### config.mk
export PLATFORM = sky130hd
export DESIGN_NAME = nibble_serial_adder
export DESIGN_NICKNAME = d
export VERILOG_FILES = /design/src/rtl/nibble_serial_pkg.sv /design/src/rtl/nibble_add4.sv /design/src/rtl/nibble_serial_adder.sv
export SDC_FILE = /design/constraint.sdc
export NUM_CORES = 1
export LEC_CHECK = 0
export CORE_UTILIZATION = 38
export DETAILED_ROUTE_END_ITERATION = 8
export GPL_ROUTABILITY_DRIVEN = 0
export GPL_TIMING_DRIVEN = 0
export PLACE_DENSITY = 0.6
export SLEW_MARGIN = 10
export SYNTH_ARGS = -nofsm -noshare
export SYNTH_HDL_FRONTEND = slang
export SYNTH_HIERARCHICAL = 1
export SYNTH_SLANG_ARGS = --single-unit
export TNS_END_PERCENT = 20
### constraint.sdc
create_clock -name clk -period 6.88 [get_ports clk]
set_input_delay 1.032 -clock clk [delete_from_list [all_inputs] [get_ports clk]]
set_output_delay 1.032 -clock clk [all_outputs]
set_load 0.01 [all_outputs]
### src/rtl/nibble_serial_pkg.sv
// nibble_serial_pkg
//   Shared definitions for the nibble-serial adder: FSM state encoding and
//   the width of the single adder slice.
package nibble_serial_pkg;

    localparam int NIBBLE_W = 4;

    typedef enum logic [1:0] {
        ST_IDLE = 2'd0,
        ST_RUN  = 2'd1,
        ST_DONE = 2'd2
    } state_e;

endpackage

### src/rtl/nibble_add4.sv
// nibble_add4
//   Combinational 4-bit ripple-carry slice.
//   Ports:
//     a, b     in  4  nibble operands
//     cin      in  1  carry into bit 0
//     sum      out 4  nibble sum
//     carry    out 1  carry out of bit 3
//     msb_cin  out 1  carry into bit 3 (only when NIBBLE_SERIAL_ADDER_OVF_EN
//                     is defined; used for signed-overflow detection)
module nibble_add4
    import nibble_serial_pkg::*;
(
    input  logic [NIBBLE_W-1:0] a,
    input  logic [NIBBLE_W-1:0] b,
    input  logic                cin,
    output logic [NIBBLE_W-1:0] sum,
    output logic                carry
`ifdef NIBBLE_SERIAL_ADDER_OVF_EN
    ,
    output logic                msb_cin
`endif
);

    logic [NIBBLE_W:0] c;

    always_comb begin
        c    = '0;
        sum  = '0;
        c[0] = cin;
        for (int i = 0; i < NIBBLE_W; i++) begin
            sum[i]  = a[i] ^ b[i] ^ c[i];
            c[i+1]  = (a[i] & b[i]) | (c[i] & (a[i] ^ b[i]));
        end
    end

    assign carry = c[NIBBLE_W];
`ifdef NIBBLE_SERIAL_ADDER_OVF_EN
    assign msb_cin = c[NIBBLE_W-1];
`endif

endmodule

### src/rtl/nibble_serial_adder.sv
// nibble_serial_adder
//   Adds two WIDTH-bit operands one nibble per clock (LSB nibble first)
//   through a single 4-bit slice with a registered inter-nibble carry.
//   {cout,sum} = a + b + cin after NIBBLES cycles.
//   Ports:
//     clk, rst                   clock, async active-high reset
//     start_valid/start_ready    operand handshake (ready only in IDLE)
//     a, b, cin                  operands, captured on acceptance
//     res_valid/res_ready        result handshake
//     sum, cout                  result, stable while res_valid
//     busy                       high in RUN and DONE
//     ovf                        signed overflow, present only when
//                                NIBBLE_SERIAL_ADDER_OVF_EN is defined
module nibble_serial_adder
    import nibble_serial_pkg::*;
#(
    parameter int WIDTH = 16
) (
    input  logic             clk,
    input  logic             rst,
    input  logic             start_valid,
    output logic             start_ready,
    input  logic [WIDTH-1:0] a,
    input  logic [WIDTH-1:0] b,
    input  logic             cin,
    output logic             res_valid,
    input  logic             res_ready,
    output logic [WIDTH-1:0] sum,
    output logic             cout,
    output logic             busy
`ifdef NIBBLE_SERIAL_ADDER_OVF_EN
    ,
    output logic             ovf
`endif
);

    localparam int NIBBLES = WIDTH / NIBBLE_W;
    localparam int IDX_W   = (NIBBLES > 1) ? $clog2(NIBBLES) : 1;
    localparam logic [IDX_W-1:0] LAST_IDX = IDX_W'(NIBBLES - 1);

    state_e            state_q, state_d;
    logic [WIDTH-1:0]  a_q, a_d, b_q, b_d;
    logic [WIDTH-1:0]  sum_q, sum_d;
    logic [IDX_W-1:0]  idx_q, idx_d;
    logic              carry_q, carry_d;
    logic              cout_q, cout_d;

    logic [NIBBLE_W-1:0] slice_sum;
    logic                slice_carry;

`ifdef NIBBLE_SERIAL_ADDER_OVF_EN
    logic ovf_q, ovf_d;
    logic slice_msb_cin;
`endif

    // Operands shift right each RUN cycle, so the slice always sees the
    // low nibble and needs no index mux on its inputs.
    nibble_add4 u_slice (
        .a       (a_q[NIBBLE_W-1:0]),
        .b       (b_q[NIBBLE_W-1:0]),
        .cin     (carry_q),
        .sum     (slice_sum),
        .carry   (slice_carry)
`ifdef NIBBLE_SERIAL_ADDER_OVF_EN
        ,
        .msb_cin (slice_msb_cin)
`endif
    );

    always_comb begin
        state_d = state_q;
        a_d     = a_q;
        b_d     = b_q;
        sum_d   = sum_q;
        idx_d   = idx_q;
        carry_d = carry_q;
        cout_d  = cout_q;
`ifdef NIBBLE_SERIAL_ADDER_OVF_EN
        ovf_d   = ovf_q;
`endif
        case (state_q)
            ST_IDLE: begin
                if (start_valid) begin
                    a_d     = a;
                    b_d     = b;
                    carry_d = cin;
                    idx_d   = '0;
                    sum_d   = '0;
                    state_d = ST_RUN;
                end
            end
            ST_RUN: begin
                sum_d[int'(idx_q)*NIBBLE_W +: NIBBLE_W] = slice_sum;
                carry_d = slice_carry;
                a_d     = a_q >> NIBBLE_W;
                b_d     = b_q >> NIBBLE_W;
                idx_d   = idx_q + 1'b1;
                if (idx_q == LAST_IDX) begin
                    cout_d  = slice_carry;
`ifdef NIBBLE_SERIAL_ADDER_OVF_EN
                    ovf_d   = slice_msb_cin ^ slice_carry;
`endif
                    state_d = ST_DONE;
                end
            end
            ST_DONE: begin
                if (res_ready) state_d = ST_IDLE;
            end
            default: state_d = ST_IDLE;
        endcase
    end

    always_ff @(posedge clk or posedge rst) begin
        if (rst) begin
            state_q <= ST_IDLE;
            a_q     <= '0;
            b_q     <= '0;
            sum_q   <= '0;
            idx_q   <= '0;
            carry_q <= 1'b0;
            cout_q  <= 1'b0;
`ifdef NIBBLE_SERIAL_ADDER_OVF_EN
            ovf_q   <= 1'b0;
`endif
        end else begin
            state_q <= state_d;
            a_q     <= a_d;
            b_q     <= b_d;
            sum_q   <= sum_d;
            idx_q   <= idx_d;
            carry_q <= carry_d;
            cout_q  <= cout_d;
`ifdef NIBBLE_SERIAL_ADDER_OVF_EN
            ovf_q   <= ovf_d;
`endif
        end
    end

    assign start_ready = (state_q == ST_IDLE);
    assign res_valid   = (state_q == ST_DONE);
    assign busy        = (state_q == ST_RUN) || (state_q == ST_DONE);
    assign sum         = sum_q;
    assign cout        = cout_q;
`ifdef NIBBLE_SERIAL_ADDER_OVF_EN
    assign ovf         = ovf_q;
`endif

endmodule
==> impl_results.md <==
- Layout cells sized above 1: 10.3%
- CP Class: flip-flop to primary output
- Vias per std cell: between 4 and 5
- Final setup viols: 0
- Worst Tran Pin Value: between 0.5 and 0.6 ns
- H-tree depth: 2
- Initial antenna violation count: 0
- Placed Instances: 418
- Placeable core area: 6940 um2
- CP max stage delay: 0.62 ns
- Routed Wire Length: 5.77 mm
- Clk_lat worst skew: roughly 0.31 ns
- GRT Overall Usage: approximately 17%
- Initial DRC Count: 88
- Top post-synthesis cells by area: dfrtp_1 48%, mux2i_1 11%, nand2_1 6.3%
- Layout area overhead: 29.0%
- Setup Skew: 0.00789 ns
- Reg-to-reg critical path startpoint: a_q[0]
- GRT overflow: 0
- Tmin final: 2.82 ns
- DR vias: 2,031
- Rows: 30
- Vias in the first global route: 2,159
- Final Non-Filler Cells: 426
- Critical Path RT: 5.85 ns
- Slew Viols, Final: 0
- MaxCap Viol Count: 0
- DRC viols: 0
- Yosys top cell by area: dfrtp_1
- Worst vdd ir: 177 uV
- Status: finished, final reports clean
- Port bufs: 56
- Switch share: about two fifths
- Pwr Density: between 400 and 500 nW/um2
- Count of cell types in the netlist: 31
- Synth Warn #: 6
- CTS tree: yes
- Detail Route Antenna Nets: 0
- Cell count of the worst hold path: 2
- Net Switching: 627 uW
- Die H: 87.8 um
- Initial Util: 40.3%
- Critical path fanouts, max: 7
- NumNets Final: 379
- Clock network power share: around 14%
- Tcrit/Tclk final: between 40% and 50%
- Logic pwr share: 52.6%
- Synthesized area per cell: 10.6 um2
- Die area: 7720 um2
- Internal power: roughly 880 uW
- CTS sink count: 54
- Mapped cell area: 2800 um2
- Yosys reg bits: 54
- Min-delay src: b_q[1]
- Root Buffer: clkbuf_8
- CP Cell Sequence: inv_1, ha_1, clkdlybuf4s50_1
- Overall power: around 1.5 mW
- Antenna fix cells: 0
- DP HPWL: 4.22 mm
- Clock Pin Slew Worst Setup and Hold Paths: 0.10 ns
- R2R setup slack: 4.36 ns
- RSZ-0062 raised after global routing: no
- Worst Path Arrival: between 1.5 and 2 ns
- First-pass GRT wire length: 10.1 mm
- Top-Level Pins: 57
- Setup bufs post-CTS: 0
- Flop pwr share: 33.1%
- Chip Width: ~90 um
- CTS-repair resized insts: 0
- Final hold vios: 0
- CP Capture Type: primary output
- Max clock buf depth: 2
- WHS Endpoint: b_q[1]
- Drt first pass iters: 4
- Fin Setup TNS: 0 ns
- R2r endpoint: sum[7]
- Pin count of the biggest net entering global routing: 38
- Relative slew slack: 62.6%
- CP max stage cell: clkdlybuf4s50_1
- Post-Syn Instances: about 270
- Crit start category: flip-flop
- FMAX: 354 MHz
- Top cell type's share of synthesized area: between 40% and 50%
- Seq/Total Area, Yosys: between 40 and 50%
- Cell depth of the worst flop-to-flop path: 11
- Leak: 1.61 nW
- Worst Hold Class: flip-flop to flip-flop
- Syn_nets: about 320
- CTS Buf Count: 5
- Layout fillers: 647
- Drt wl/cell: 13.5 um
- Hold Buf Count CTS: 0
-- synth_stat cells --
cell      instances
a31oi_1           2
a21oi_4           1
clkbuf_1          2
nand4_1           1
buf_6             6
mux2i_4           1
o21ai_2           1
dfrtp_1          54
nand3_1           9
mux2_4            5
o21ai_1          10
fa_1              4
nor4b_4           1
and4bb_2          1
a21oi_1           3
nand2b_1          4
o21ai_0          31
buf_4             1
inv_1            23
o21a_4            1
xor2_1            1
buf_2             4
ha_1              9
nand3b_2          1
a22o_1            4
nor2_1            5
mux2i_1          30
mux2_2            1
nand2_1          47
o41ai_2           1
nor2b_1           1
-- per-layer routing --
metal / part of all wire [%] / vias up / track usage (%)
met5: 0 / - / 0
met4: 1.6 / 0 / 5.51
met3: 4.0 / 12 / 3.30
met2: 48 / 48 / 29.2
met1: 46 / 957 / 22.1
li1: - / 1014 / -
-- critical path: cells and delay by family (launching register included) --
kind | cells | cell delay, ns
DFF | 1 | 0.41
buffers and inverters | 2 | 0.71
adders and majority gates | 1 | 0.37
-- cell families (layout without fill, tap and decap cells) --
group	count (synthesis)	count (layout)	share of synthesized area [%]
adders and majority gates	13	13	6.88
AOI/OAI and AO/OA	54	54	11.6
xor gates and xnor gates	1	1	0.313
buffers and inverters	36	101	6.75
muxes	37	37	14.6
DFF	54	54	48.3
and+or+nand+nor	70	70	11.6
-- layout by cell type (no fill, tap or decap), types with 5 or more instances in the layout --
cell / n
clkdlybuf4s50_1: 56
dfrtp_1: 54
nand2_1: 47
o21ai_0: 31
mux2i_1: 30
inv_1: 22
o21ai_1: 10
nand3_1: 9
ha_1: 9
buf_6: 6
mux2_4: 5
nor2_1: 5
clkbuf_8: 5
-- how the worst max path moves through the flow --
stage                      from     endpoint  slack [ns]  cells after the start
floorplan                   rst       a_q[0]        4.53                      1
global placement            rst       sum[4]        3.45                      2
detailed placement  start_valid       b_q[5]        4.30                      5
CTS                  state_q[0]  start_ready        4.05                      3
global route         state_q[0]  start_ready        3.96                      3
finish               state_q[0]  start_ready        4.06                      3
-- registers in the layout, indices dropped and copies added (netlist names) --
register,flops
carry_q,1
state_q,2
a_q,16
cout,1
sum,16
idx_q,2
b_q,16
-- final cells by class --
class                           instances  area [um2]  area share (%)
Timing Repair Buffer                   57         581            16.1
Clock buffer                            6        72.6            2.01
Tap cell                               96         120            3.33
Clock inverter                          2        37.5            1.04
Sequential cell                        54        1350            37.4
Buffer                                 13         103            2.84
Inverter                               23        86.3            2.39
Multi-Input combinational cell        175        1260            34.9
-- power groups by stage --
| stage | logic [mW] | registers [mW] | clock network [mW] |
|---|---|---|---|
| after CTS | 0.806 | 0.501 | 0.219 |
| final | 0.794 | 0.499 | 0.216 |
| after global placement | 0.790 | 0.504 | 0 |
| after floorplan | 0.564 | 0.498 | 0 |
| after global routing | 0.892 | 0.517 | 0.232 |
| after detailed placement | 0.801 | 0.508 | 0 |
-- metrics by stage --
stage / util (%) / setup WS, ns / instance area, um2 / hold slack (ns)
after floorplan: - / 4.53 / 2800 / 0.449
after global placement: 50.1 / 3.45 / 3480 / 0.461
after detailed placement: 50.4 / 4.30 / 3500 / 0.471
after CTS: 52.0 / 4.05 / 3610 / 0.495
after global routing: 52.0 / 3.96 / 3610 / 0.507
final: 52.0 / 4.06 / 3610 / 0.488
(Power assumes the default switching activity.)
